==> config.mk <==
export PLATFORM = sky130hd
export DESIGN_NAME = simon_nibble_host
export DESIGN_NICKNAME = d
export VERILOG_FILES = /design/src/rtl/simon_nibble_host.sv
export SDC_FILE = /design/constraint.sdc
export NUM_CORES = 1
export LEC_CHECK = 0
export BUFFER_PORTS_ARGS = -buffer_cell sky130_fd_sc_hd__buf_2
export CORE_ASPECT_RATIO = 1.1
export CORE_MARGIN = 2
export CORE_UTILIZATION = 23
export DETAILED_ROUTE_END_ITERATION = 7
export PLACE_DENSITY_LB_ADDON = 0.08
export SYNTH_ARGS = -nofsm -noshare
export SYNTH_HDL_FRONTEND = slang
export SYNTH_SLANG_ARGS = --single-unit
==> constraint.sdc <==
create_clock -name i_clk -period 1.8 [get_ports i_clk]
set_input_delay 0.09 -clock i_clk [delete_from_list [all_inputs] [get_ports i_clk]]
set_output_delay 0.09 -clock i_clk [all_outputs]
set_load 0.01 [all_outputs]
==> src/rtl/simon_nibble_host.sv <==
// Host end of the nibble-serial Simon core: loads key+block, waits ROUNDS cycles, unloads the result.
// Result valid 64 cycles after request accept; DONE holds the result until i_res_ready, new requests only in IDLE.
module simon_nibble_host #(
    parameter int KEY_W  = 64,
    parameter int BLK_W  = 32,
    parameter int ROUNDS = 32
) (
    input  logic             i_clk,
    input  logic             i_rst_n,
    input  logic             i_req_valid,
    output logic             o_req_ready,
    input  logic [KEY_W-1:0] i_key,
    input  logic [BLK_W-1:0] i_block,
    output logic             o_res_valid,
    input  logic             i_res_ready,
    output logic [BLK_W-1:0] o_result,
    output logic             o_busy,
    output logic             o_shift,
    output logic [3:0]       o_cdata,
    input  logic [3:0]       i_cdata
);
    localparam int SR_W  = KEY_W + BLK_W;
    localparam int NL    = SR_W / 4;
    localparam int NU    = BLK_W / 4;
    localparam int MAX_A = (NL > ROUNDS) ? NL : ROUNDS;
    localparam int MAXN  = (MAX_A > NU) ? MAX_A : NU;
    localparam int CW    = (MAXN > 1) ? $clog2(MAXN) : 1;

    localparam logic [CW-1:0] NL_LAST = CW'(NL - 1);
    localparam logic [CW-1:0] RN_LAST = CW'(ROUNDS - 1);
    localparam logic [CW-1:0] NU_LAST = CW'(NU - 1);

    typedef enum logic [2:0] {
        IDLE,
        LOAD,
        RUN,
        UNLOAD,
        DONE
    } state_t;

    state_t            state_q, state_d;
    logic [CW-1:0]     cnt_q, cnt_d;
    logic [SR_W-1:0]   sr_q, sr_d;
    logic [BLK_W-1:0]  cap_q, cap_d;
    logic [BLK_W-1:0]  result_q, result_d;
    logic              shift_q, shift_d;
    logic [3:0]        cdata_q, cdata_d;

    always_ff @(posedge i_clk or negedge i_rst_n) begin
        if (!i_rst_n) begin
            state_q  <= IDLE;
            cnt_q    <= '0;
            sr_q     <= '0;
            cap_q    <= '0;
            result_q <= '0;
            shift_q  <= 1'b0;
            cdata_q  <= 4'd0;
        end else begin
            state_q  <= state_d;
            cnt_q    <= cnt_d;
            sr_q     <= sr_d;
            cap_q    <= cap_d;
            result_q <= result_d;
            shift_q  <= shift_d;
            cdata_q  <= cdata_d;
        end
    end

    always_comb begin
        state_d  = state_q;
        cnt_d    = cnt_q;
        sr_d     = sr_q;
        cap_d    = cap_q;
        result_d = result_q;
        case (state_q)
            IDLE: begin
                if (i_req_valid) begin
                    sr_d    = {i_key, i_block};
                    cnt_d   = '0;
                    state_d = LOAD;
                end
            end
            LOAD: begin
                sr_d = sr_q << 4;
                if (cnt_q == NL_LAST) begin
                    cnt_d   = '0;
                    state_d = RUN;
                end else begin
                    cnt_d = cnt_q + 1'b1;
                end
            end
            RUN: begin
                if (cnt_q == RN_LAST) begin
                    cnt_d   = '0;
                    state_d = UNLOAD;
                end else begin
                    cnt_d = cnt_q + 1'b1;
                end
            end
            UNLOAD: begin
                // The core presents its top nibble before each shift, so capture MSB-first.
                cap_d = {cap_q[BLK_W-5:0], i_cdata};
                if (cnt_q == NU_LAST) begin
                    result_d = cap_d;
                    cnt_d    = '0;
                    state_d  = DONE;
                end else begin
                    cnt_d = cnt_q + 1'b1;
                end
            end
            DONE: begin
                if (i_res_ready) begin
                    state_d = IDLE;
                end
            end
            default: state_d = IDLE;
        endcase

        // Core-side outputs are computed from the next state so they come straight off flops.
        shift_d = (state_d == LOAD) || (state_d == UNLOAD);
        cdata_d = (state_d == LOAD) ? sr_d[SR_W-1 -: 4] : 4'd0;
    end

    assign o_req_ready = (state_q == IDLE);
    assign o_busy      = (state_q != IDLE);
    assign o_res_valid = (state_q == DONE);
    assign o_result    = result_q;
    assign o_shift     = shift_q;
    assign o_cdata     = cdata_q;

endmodule

Word-level counts from Yosys, hierarchy flattened
Cells that the tools add are included.
- $add $sub $neg: 1
- multipliers: 0
- div/mod/pow operators: 0
- magnitude comparators: 0
- eq/ne operators: 10
- shifts and indexed selects: 0
- mux-type cells: 14
- bitwise logic cells: 0
- reductions and logical operators: 8
- operators by type and width (cell ; number):
    one-hot mux 96 bit (2 select lines) ; 1
    2-to-1 mux 96 bit ; 1
    2-to-1 mux 5 bit ; 4
    one-hot mux 5 bit (4 select lines) ; 1
    2-to-1 mux 3 bit ; 5
    one-hot mux 3 bit (5 select lines) ; 1
    == test 5 bit (second input constant) ; 2
    == test 3 x 2 -> 1 bit (second input constant) ; 3
    == test 3 x 1 -> 1 bit (second input constant) ; 2
    AND reduction 2 bit ; 3
    adder 5 x 1 -> 5 bit (second input constant) ; 1
    == test 5 x 3 -> 1 bit (second input constant) ; 1
    2-to-1 mux 4 bit ; 1
    nonzero test 4 bit ; 1
    == test 3 bit (second input constant) ; 1
    zero test 3 bit ; 1
    nonzero test 3 bit ; 1
    inequality test 2 bit (second input constant) ; 1
    nonzero test 2 bit ; 1
    logical OR 1 bit ; 1
- register bits after elaboration: 169
- bits in latches: 0
- memory bits (writable): 0
- ROM bits: 0
- output and inout bits: 40
- memories kept: 0

Depth between registers and ports, before layout
Gate-level depths: netlist (run 1).
- depth in word-level cells: 5
- depth in mapped cells: 10
- depth with buffers taken out: 7

Least setup slack after synthesis (run 1)
Ideal clock, no wire load.
- path kind: register -> register
- start point: register cnt_q[0]
- end point: register result_q[12], in the netlist o_result[12]
- setup time: 125 ps
- arrival: 1589 ps
- required time: 1675 ps
- slack: 86 ps
- stages on the path, launching flop included: 6
- buffers on the path: 1
- clock period less this slack: 1714 ps
- cells stage by stage: dfrtp_1 -> ha_1 -> nand3b_1 -> nor3_2 -> buf_2 -> mux2_2
- cells in the longest elaborated chain, start to end: 2
- ends and longest elaborated chain (what ; RTL line ; source):
    start, declared ; 42 ; logic [CW-1:0] cnt_q, cnt_d;
    start signal, assigned ; 60 ; cnt_q <= cnt_d;
    == test 5 x 3 -> 1 bit ; 103 ; if (cnt_q == NU_LAST) begin
    AND reduction 2 bit (no line) ; - ;
    end signal, assigned ; 63 ; result_q <= result_d;
    end, declared ; 45 ; logic [BLK_W-1:0] result_q, result_d;
No other way between the ends.
A chain may end at the register's enable or synchronous reset.

Worst setup path after layout (run 1)
- start point: register cnt_q[0]
- end point: register result_q[10], in the netlist o_result[10]
The elaborated chain is that of the path after synthesis.

==> results of run 1 <==
==> area by class of cell <==
class,count,area share (%)
Antenna cell,2,0.05166
Sequential cell,165,42.63
Timing Repair Buffer,273,22.46
Inverter,93,3.629
Clock buffer,19,4.572
Multi-Input combinational cell,205,20.22
Tap cell,368,4.753
Clock inverter,13,1.679
==> registers in the layout, summed over array words and instances (netlist names) <==
| signal | count |
|---|---|
| o_shift | 1 |
| o_cdata | 4 |
| o_result | 32 |
| sr_q | 92 |
| cap_q | 28 |
| cnt_q | 5 |
| state_q | 3 |
==> path summary, 6_finish.rpt <==
path | endpoint | slack [ns] | cells after the start | from
worst max-delay path | o_result[10] | 0.08 | 6 | cnt_q[0]
worst min-delay path | state_q[0] | 0.15 | 4 | i_req_valid
worst max register to register | o_result[10] | 0.08 | 6 | cnt_q[0]
worst min register to register | o_result[24] | 0.49 | 1 | o_result[24]
max in group asynchronous | o_result[23] | 0.97 | 3 | i_rst_n
min in group asynchronous | sr_q[75] | 0.20 | 2 | i_rst_n
==> cells in the mapped netlist (2+ instances only) <==
| master | count | area share [%] |
|---|---|---|
| a21o_1 | 2 | 0.23 |
| a21oi_1 | 3 | 0.23 |
| a222oi_1 | 88 | 13 |
| a22o_1 | 5 | 0.66 |
| a22oi_1 | 4 | 0.45 |
| a32o_1 | 3 | 0.45 |
| and3_1 | 2 | 0.19 |
| buf_1 | 2 | 0.11 |
| buf_2 | 14 | 1.1 |
| buf_6 | 7 | 1.2 |
| clkbuf_1 | 17 | 0.96 |
| dfrtp_1 | 165 | 62 |
| ha_1 | 2 | 0.38 |
| inv_1 | 90 | 5.1 |
| inv_2 | 2 | 0.11 |
| mux2_1 | 10 | 1.7 |
| mux2_2 | 50 | 8.5 |
| nor2_1 | 11 | 0.62 |
| nor2b_1 | 2 | 0.19 |
| nor3_1 | 3 | 0.23 |
| o21ai_0 | 7 | 0.53 |
| or3_1 | 2 | 0.19 |
==> what timing repair did <==
action	4_1_cts	5_1_grt
endpoints found under the setup margin	0	38
resized for setup	0	5
endpoints found under the hold margin	148	0
hold buffers	102	0
buffers inserted	0	1
==> worst max-delay path, stage by stage, from the launching register on <==
cell and delay, ns:
dfrtp_1 0.38, ha_2 0.22, nand3b_1 0.15, nor3_4 0.18
buf_12 0.15, clkbuf_16 0.18, mux2_2 0.34
==> per-stage QoR <==
| stage | setup WS (ns) | hold slack [ns] | instances | power, mW | instance area, um^2 |
|---|---|---|---|---|---|
| finish | 0.08190 | 0.1476 | 1138 | 7.874 | 9688 |
| global route | -0.0007325 | 0.1677 | 1138 | 8.265 | 9688 |
| CTS | 0.04869 | 0.1143 | 1133 | 8.071 | 9600 |
| detailed placement | 0.05614 | 0.09683 | 999 | 4.020 | 7974 |
| global placement | 0.07778 | 0.09342 | 999 | 4.016 | 7974 |
| floorplan | 0.08585 | -0.2056 | 503 | 3.792 | 6626 |
==> power breakdown <==
| group | switching (mW) | total (mW) | internal, mW |
|---|---|---|---|
| combinational | 0.158 | 0.404 | 0.246 |
| sequential | 0.00332 | 3.71 | 3.71 |
| clock | 1.62 | 3.76 | 2.14 |
==> per-layer routing <==
layer | vias up | global-route usage [%] | share of wire (%) | routed length (um)
li1 | 2392 | - | - | -
met1 | 2627 | 16.02 | 44 | 8397
met2 | 167 | 20.73 | 49 | 9225
met3 | 12 | 3.422 | 5.9 | 1116
met4 | 0 | 3.130 | 0.93 | 176
met5 | - | 0 | 0 | 0
==> cells by family (layout without fill, tap and decap cells) <==
logic type               after synthesis  count (layout)
other                                  0               2
buffers and inverters                133             398
AND/OR/NAND/NOR                       29              29
XOR/XNOR                               1               1
flip-flops                           165             165
adder cells (fa/ha/maj)                2               2
multiplexers                          60              60
AO/OA/AOI/OAI                        113             113
==> flow_metrics.env, run 1 <==
export IMPL_status="complete, but fails checks"
export IMPL_violations="DRC"
export IMPL_vias_per_cell=4.568
export IMPL_vias=5198
export IMPL_timing_final_crit_period_ns=1.718
export IMPL_most_common_layout_cells="dfrtp_1, buf_2, dlygate4sd3_1"
export IMPL_grt_pass1_wl_um=29900
export IMPL_worst_ir_drop_vdd_v=0.0005401
export IMPL_leakagePower_nw=5.359
export IMPL_clkTransAtPathRegs_ns=0.07
export IMPL_initial_core_util_pct=23.21
export IMPL_synth_top_family_by_area="compound AO/OA/AOI/OAI gates"
export IMPL_clock_sinks=165
export IMPL_synth_adder_area_share_pct=0.3776
export IMPL_chipWidth_um=165.8
export IMPL_cts_made_buffers=17
export IMPL_io_pins=144
export IMPL_gp_congestion=0.7510
export IMPL_worstMarginPinSlew_ns=0.5222
export IMPL_end_kind="register"
export IMPL_synthesis_area_um2=6626
export IMPL_synth_edff_count=0
export IMPL_finalCoreUtilization_pct=33.94
export IMPL_wl_um=18920
export IMPL_rows=65
export IMPL_fill_cells=2862
export IMPL_power_density_nw_per_um2=812.7
export IMPL_fmax_ghz=0.5820
export IMPL_cts_buffer_depth=2
export IMPL_grt_total_usage_pct=12.44
export IMPL_ys_seq_area_share_pct=62.31
export IMPL_seq_area_um2=4130
export IMPL_hold_viol=0
export IMPL_finalSetupTns_ns=0
export IMPL_worstSetupPathType="reg -> reg"
export IMPL_cts_root_buf="clkbuf_16"
export IMPL_dieHeight_um=182.0
export IMPL_grt_ovfl_total=0
export IMPL_drc_errors=3
export IMPL_cts_tree="yes"
export IMPL_drive_above_1_share_pct=34.51
export IMPL_async_flop_share_pct=100.0
export IMPL_htree_levels=4
export IMPL_synth_compound_gate_area_share_pct=15.92
export IMPL_final_antenna_net_count=0
export IMPL_multi_input_area_um2=1959
export IMPL_setup_viol=0
export IMPL_cap_violations=0
export IMPL_ys_flop_type="dfrtp_1"
export IMPL_grt_max_degree=49
export IMPL_drtIter0Drc=585
export IMPL_hold_class="in -> reg"
export IMPL_synth_cells=503
export IMPL_synthMuxAreaShare_pct=10.20
export IMPL_firstDrtPassIters=8
export IMPL_syn_num_nets=609
export IMPL_slew_viol_final=0
export IMPL_synthSimpleGateAreaFrac_pct=2.436
export IMPL_core_um2=28550
export IMPL_syn2layout_area_growth_pct=46.20
export IMPL_yosys_register_bits=165
export IMPL_cp_required_ns=2.10
export IMPL_slew_headroom_pct=65.18
export IMPL_grt_antenna_before_repair=2
export IMPL_finClkSkew_ns=0.01292
export IMPL_wl_per_cell_um=16.62
export IMPL_die_area_um2=30190
export IMPL_layout_commonest_cell="dfrtp_1"
export IMPL_avgSynthCellArea_um2=13.17
export IMPL_ys_warnings_count=0
export IMPL_place_hpwl_um=12220
export IMPL_io_buffers=143
export IMPL_critical_path_max_fanout=16
export IMPL_clkLatencyLatePin_ns=0.42
export IMPL_nNetsFinal=861
export IMPL_synth_xor_area_share_pct=0.1322
export IMPL_period_share_pct=95.45
export IMPL_grt_pass1_vias=5356
export IMPL_cp_arrival_ns=2.02
export IMPL_synth_distinct_cells=34
export IMPL_cp_start_kind="register"
Note: power is estimated with default switching activity, not from simulation.
==> run 2, diff against run 1 <==
--- a/config.mk
+++ b/config.mk
@@ -8,7 +8,7 @@
 export BUFFER_PORTS_ARGS = -buffer_cell sky130_fd_sc_hd__buf_2
 export CORE_ASPECT_RATIO = 1.1
 export CORE_MARGIN = 2
-export CORE_UTILIZATION = 23
+export CORE_UTILIZATION = 49
 export DETAILED_ROUTE_END_ITERATION = 7
 export PLACE_DENSITY_LB_ADDON = 0.08
 export SYNTH_ARGS = -nofsm -noshare
==> run 2 against run 1 <==
Against the previous run:
- via count decreased by 0.90%
- flip-flop and latch count unchanged
- critical endpoint is now o_result[2]
- highest routed layer unchanged
- hold slack got worse by 0.0045 ns
- the run still ends with DRC left
- final cell count decreased by 19%
==> flow_metrics.env, run 2 (synthesis results as in run 1) <==
export IMPL_place_hpwl_um=9606
export IMPL_drive_above_1_share_pct=32.89
export IMPL_period_share_pct=94.87
export IMPL_antenna_cells=0
export IMPL_worstMarginPinSlew_ns=0.4326
export IMPL_drc_errors=11
export IMPL_chipWidth_um=114.9
export IMPL_cts_tree="yes"
export IMPL_cp_start_kind="register"
export IMPL_cap_violations=0
export IMPL_whs_endpoint="o_shift"
export IMPL_setup_viol=0
export IMPL_cts_buffer_depth=2
export IMPL_rsz0062_at_grt="no"
export IMPL_violations="DRC"
export IMPL_syn2layout_area_growth_pct=38.33
export IMPL_io_pins=144
export IMPL_cts_root_buf="clkbuf_16"
export IMPL_grt_pass1_vias=5360
export IMPL_worst_ir_drop_vdd_v=0.0005459
export IMPL_leakagePower_nw=5.247
export IMPL_initial_core_util_pct=50.15
export IMPL_clkLatencyLatePin_ns=0.41
export IMPL_placed_area_um2=7627
export IMPL_rr_startpoint="cnt_q[0]"
export IMPL_core_um2=13210
export IMPL_firstDrtPassIters=8
export IMPL_grt_max_degree=52
export IMPL_clock_sinks=165
export IMPL_post_cts_setup_buffer_count=0
export IMPL_grt_total_usage_pct=22.65
export IMPL_hp_start="i_req_valid"
export IMPL_finalSetupTns_ns=0
export IMPL_reg2reg_to="o_result[2]"
export IMPL_cp_arrival_ns=2.00
export IMPL_slew_headroom_pct=71.16
export IMPL_fmax_ghz=0.5856
export IMPL_fin_area_um2=9166
export IMPL_status="complete, but fails checks"
export IMPL_vias=5151
export IMPL_worst_r2r_path_depth=5
export IMPL_end_kind="register"
export IMPL_slew_viol_final=0
export IMPL_gp_congestion=0.7940
export IMPL_io_buffers=143
export IMPL_finClkSkew_ns=0.006262
export IMPL_rows=44
export IMPL_grt_pass1_wl_um=25800
export IMPL_worstSetupPathType="reg -> reg"
export IMPL_clkTransAtPathRegs_ns=0.06
export IMPL_final_antenna_net_count=0
export IMPL_drtIter0Drc=742
export IMPL_wl_um=15810
export IMPL_grt_ovfl_total=0
export IMPL_dieHeight_um=126.0
export IMPL_power_density_nw_per_um2=793.2
export IMPL_critical_path_max_fanout=33
export IMPL_most_common_layout_cells="dfrtp_1, buf_2, dlygate4sd3_1"
export IMPL_hold_depth=4
export IMPL_cp_required_ns=2.09
export IMPL_htree_levels=4
export IMPL_hold_class="in -> reg"
export IMPL_vias_per_cell=5.611
export IMPL_grt_antenna_before_repair=0
export IMPL_ff2ff_setup_slack_ns=0.09
export IMPL_wl_per_cell_um=17.23
export IMPL_layout_commonest_cell="dfrtp_1"
export IMPL_timing_final_crit_period_ns=1.708
export IMPL_hold_viol=0
export IMPL_die_area_um2=14470
export IMPL_nNetsFinal=853
export IMPL_largest_reg_flops=92
export IMPL_top_register="sr_q"
export IMPL_cts_made_buffers=17
run 2: worst max path at each step:
stage              from            to  slack (ns)
2_1_floorplan  cnt_q[0]  o_result[12]        0.09
3_3_place_gp   cnt_q[0]      cnt_q[1]        0.12
3_5_place_dp   cnt_q[0]      cnt_q[1]        0.05
4_1_cts        cnt_q[0]      cnt_q[1]        0.03
5_1_grt        cnt_q[0]  o_result[27]        0.02
6_report       cnt_q[0]   o_result[2]        0.09
run 2: power by group:
part / internal, mW / switching, mW / leakage [nW] / total [mW]
sequential: 3.72 / 0.00318 / 2.28 / 3.72
clock: 1.84 / 1.31 / 0.252 / 3.15
combinational: 0.246 / 0.156 / 2.72 / 0.401
run 2: worst max-delay path: stages, from the launching register on:
cell      delay [ns]
dfrtp_1         0.39
ha_2            0.21
nand3b_1        0.14
nor3_4          0.23
buf_12          0.23
mux2_2          0.36
run 2: metrics by stage:
stage | util, % | std cells | hold slack, ns | worst slack, ns | power (mW)
2_1_floorplan | - | 503 | -0.2056 | 0.08585 | 3.792
3_3_place_gp | 57.73 | 787 | 0.04434 | 0.1201 | 4.001
3_5_place_dp | 57.73 | 787 | 0.04535 | 0.05034 | 4.009
4_1_cts | 69.31 | 918 | 0.1217 | 0.02797 | 7.354
5_1_grt | 69.38 | 918 | 0.1597 | 0.01629 | 7.559
6_report | 69.38 | 918 | 0.1431 | 0.09235 | 7.271
run 2: layer usage:
layer	vias to the layer above	part of all wire [%]	global-route usage (%)
met5	-	0	0
met1	2578	41	27.91
li1	2359	-	-
met3	26	6.4	6.112
met2	188	51	38.10
met4	0	1.8	8.505
run 2: area by class of cell:
cell class	instances	area (um^2)
clock buffer	24	481.7
multi-input combinational	205	1957
inverter	93	351.6
sequential	165	4129
tap	161	201.4
fill	947	4046
timing repair buffer	265	2018
clock inverter	5	27.53
run 2: timing repair:
action	in CTS	in global routing
hold endpoints to repair	235	0
resized for setup	0	4
setup endpoints to repair	0	10
hold buffers	102	0
==> run 3, diff against run 2 <==
--- a/config.mk
+++ b/config.mk
@@ -6,7 +6,7 @@
 export NUM_CORES = 1
 export LEC_CHECK = 0
 export BUFFER_PORTS_ARGS = -buffer_cell sky130_fd_sc_hd__buf_2
-export CORE_ASPECT_RATIO = 1.1
+export CORE_ASPECT_RATIO = 0.7
 export CORE_MARGIN = 2
 export CORE_UTILIZATION = 49
 export DETAILED_ROUTE_END_ITERATION = 7
==> run 3 against run 2 <==
Against the previous run:
- the run still ends with DRC left
- setup slack got worse by 0.028 ns
- clock power increased by 11%
- maximum frequency decreased by 1.6%
- critical path depth increased by 1
- register-to-register slack got worse by 0.03 ns
- highest routed layer unchanged
==> flow_metrics.env, run 3 (synthesis results as in run 1) <==
export IMPL_top_register="sr_q"
export IMPL_use_met1_pct=32.38
export IMPL_violations="DRC"
export IMPL_clkTransAtPathRegs_ns=0.06
export IMPL_placed_area_um2=7625
export IMPL_finClkSkew_ns=0.01225
export IMPL_largest_reg_flops=92
export IMPL_leakagePower_nw=5.276
export IMPL_cp_required_ns=2.09
export IMPL_final_antenna_net_count=0
export IMPL_antenna_cells=0
export IMPL_crit_family="flip-flops"
export IMPL_layout_commonest_cell="dfrtp_1"
export IMPL_hp_start="i_req_valid"
export IMPL_wl_um=16400
export IMPL_fill_cells=913
export IMPL_grt_max_degree=72
export IMPL_wl_per_cell_um=17.30
export IMPL_gp_congestion=0.7952
export IMPL_rr_startpoint="cnt_q[0]"
export IMPL_timing_final_crit_period_ns=1.736
export IMPL_dieHeight_um=101.3
export IMPL_combPwrFrac_pct=5.2
export IMPL_slew_headroom_pct=73.06
export IMPL_internal_power_mw=5.954
export IMPL_htree_levels=4
export IMPL_worst_ir_drop_vdd_v=0.0005887
export IMPL_critical_path_max_fanout=8
export IMPL_worst_r2r_path_depth=6
export IMPL_place_hpwl_um=9694
export IMPL_most_common_layout_cells="dfrtp_1, buf_2, dlygate4sd3_1"
export IMPL_p_switching_mw=1.650
export IMPL_io_pins=144
export IMPL_core_um2=13180
export IMPL_hold_depth=4
export IMPL_grt_ovfl_total=0
export IMPL_multi_input_area_um2=1967
export IMPL_clkLatencyLatePin_ns=0.41
export IMPL_rows=35
export IMPL_power_frac_clock_pct=46.0
export IMPL_worstMarginPinSlew_ns=0.4042
export IMPL_vias_per_cell=5.477
export IMPL_critPathMaxStageDelay_ns=0.39
export IMPL_busiest_layer="met2"
export IMPL_power_density_nw_per_um2=818.4
export IMPL_seqPwrFrac_pct=48.9
export IMPL_ff2ff_setup_slack_ns=0.06
export IMPL_crit_slowest_cell="dfrtp_1"
export IMPL_whs_endpoint="o_shift"
export IMPL_cts_root_buf="clkbuf_16"
export IMPL_cp_start_kind="register"
export IMPL_end_kind="register"
export IMPL_power_share_switching_pct=21.69
export IMPL_drc_errors=7
export IMPL_cp_arrival_ns=2.03
export IMPL_io_buffers=143
export IMPL_setup_viol=0
export IMPL_cap_violations=0
export IMPL_die_area_um2=14480
export IMPL_clock_sinks=165
export IMPL_cts_tree="yes"
export IMPL_drtIter0Drc=666
export IMPL_cts_buffer_depth=2
export IMPL_status="complete, but fails checks"
export IMPL_whs_ns=0.1472
export IMPL_grt_pass1_vias=5264
export IMPL_slew_viol_final=0
export IMPL_drive_above_1_share_pct=34.21
export IMPL_initial_core_util_pct=50.27
export IMPL_grt_pass1_wl_um=26220
export IMPL_grt_antenna_before_repair=0
export IMPL_path_buf_inv=2
export IMPL_firstDrtPassIters=8
export IMPL_hold_class="in -> reg"
export IMPL_grt_total_usage_pct=23.10
export IMPL_vias=5192
export IMPL_grtUsageMet2_pct=36.25
export IMPL_nNetsFinal=856
export IMPL_fin_area_um2=9291
export IMPL_cp_cell_sequence="ha_2 > nand3b_1 > nor3_4 > buf_4 > clkbuf_16 > mux2_2"
export IMPL_syn2layout_area_growth_pct=40.22
export IMPL_period_share_pct=96.43
export IMPL_fmax_ghz=0.5761
export IMPL_hold_viol=0
export IMPL_chipWidth_um=143.0
export IMPL_met3_usage_pct=6.194
export IMPL_worstSetupPathType="reg -> reg"
export IMPL_cts_made_buffers=17
export IMPL_reg2reg_to="o_result[31]"
export IMPL_seq_area_um2=4129
run 3: repair_timing:
item | 4_1_cts | 5_1_grt
hold endpoints to repair | 250 | 0
pin swaps | 0 | 2
resized for setup | 1 | 6
buffers inserted | 0 | 2
cloned | 0 | 2
hold buffers | 102 | 0
setup endpoints to repair | 2 | 39
run 3: area by class of cell:
cell class | count | share of cell area (%)
inverters | 93 | 3.784
clock inverters | 12 | 1.279
flip-flops and latches | 165 | 44.44
well taps | 185 | 2.491
clock buffers | 20 | 4.915
repair buffers | 268 | 21.92
multi-input cells | 205 | 21.17
run 3: stage by stage:
stage | TNS [ns] | total power, mW | setup slack (ns) | instances | utilization [%]
2_1_floorplan | 0 | 3.792 | 0.08585 | 503 | -
3_3_place_gp | 0 | 3.998 | 0.1337 | 810 | 57.85
3_5_place_dp | 0 | 4.002 | 0.01358 | 810 | 57.85
4_1_cts | 0 | 7.685 | 0.02781 | 944 | 69.96
5_1_grt | -0.3857 | 7.913 | -0.02588 | 948 | 70.49
6_report | 0 | 7.604 | 0.06419 | 948 | 70.49
run 3: power groups by stage:
| stage | Combinational [mW] | Clock [mW] | Sequential (mW) |
|---|---|---|---|
| after global placement | 0.214 | 0 | 3.78 |
| after detailed placement | 0.217 | 0 | 3.78 |
| after CTS | 0.391 | 3.58 | 3.71 |
| final | 0.393 | 3.49 | 3.72 |
| after global routing | 0.430 | 3.77 | 3.71 |
| after floorplan | 0.00728 | 0 | 3.78 |
run 3: worst max path at each step:
stage	depth (start not counted)	slack [ns]	from	to
3_5_place_dp	6	0.01	cnt_q[0]	cnt_q[3]
4_1_cts	5	0.03	cnt_q[0]	o_result[17]
6_report	6	0.06	cnt_q[0]	o_result[31]
2_1_floorplan	5	0.09	cnt_q[0]	o_result[12]
3_3_place_gp	5	0.13	cnt_q[0]	o_result[0]
5_1_grt	6	-0.03	cnt_q[0]	o_result[28]
run 3: routing by layer:
layer | wire (um) | share of wire, % | vias up
met5 | 0 | 0 | -
met4 | 104 | 0.63 | 0
met3 | 905 | 5.5 | 9
met2 | 7760 | 47 | 167
met1 | 7628 | 47 | 2624
li1 | - | - | 2392
run 3: tightest hold or removal path, stage by stage:
cell     delay (ns)
buf_2          0.14
nor2_1         0.09
or3_1          0.12
a21oi_1        0.07
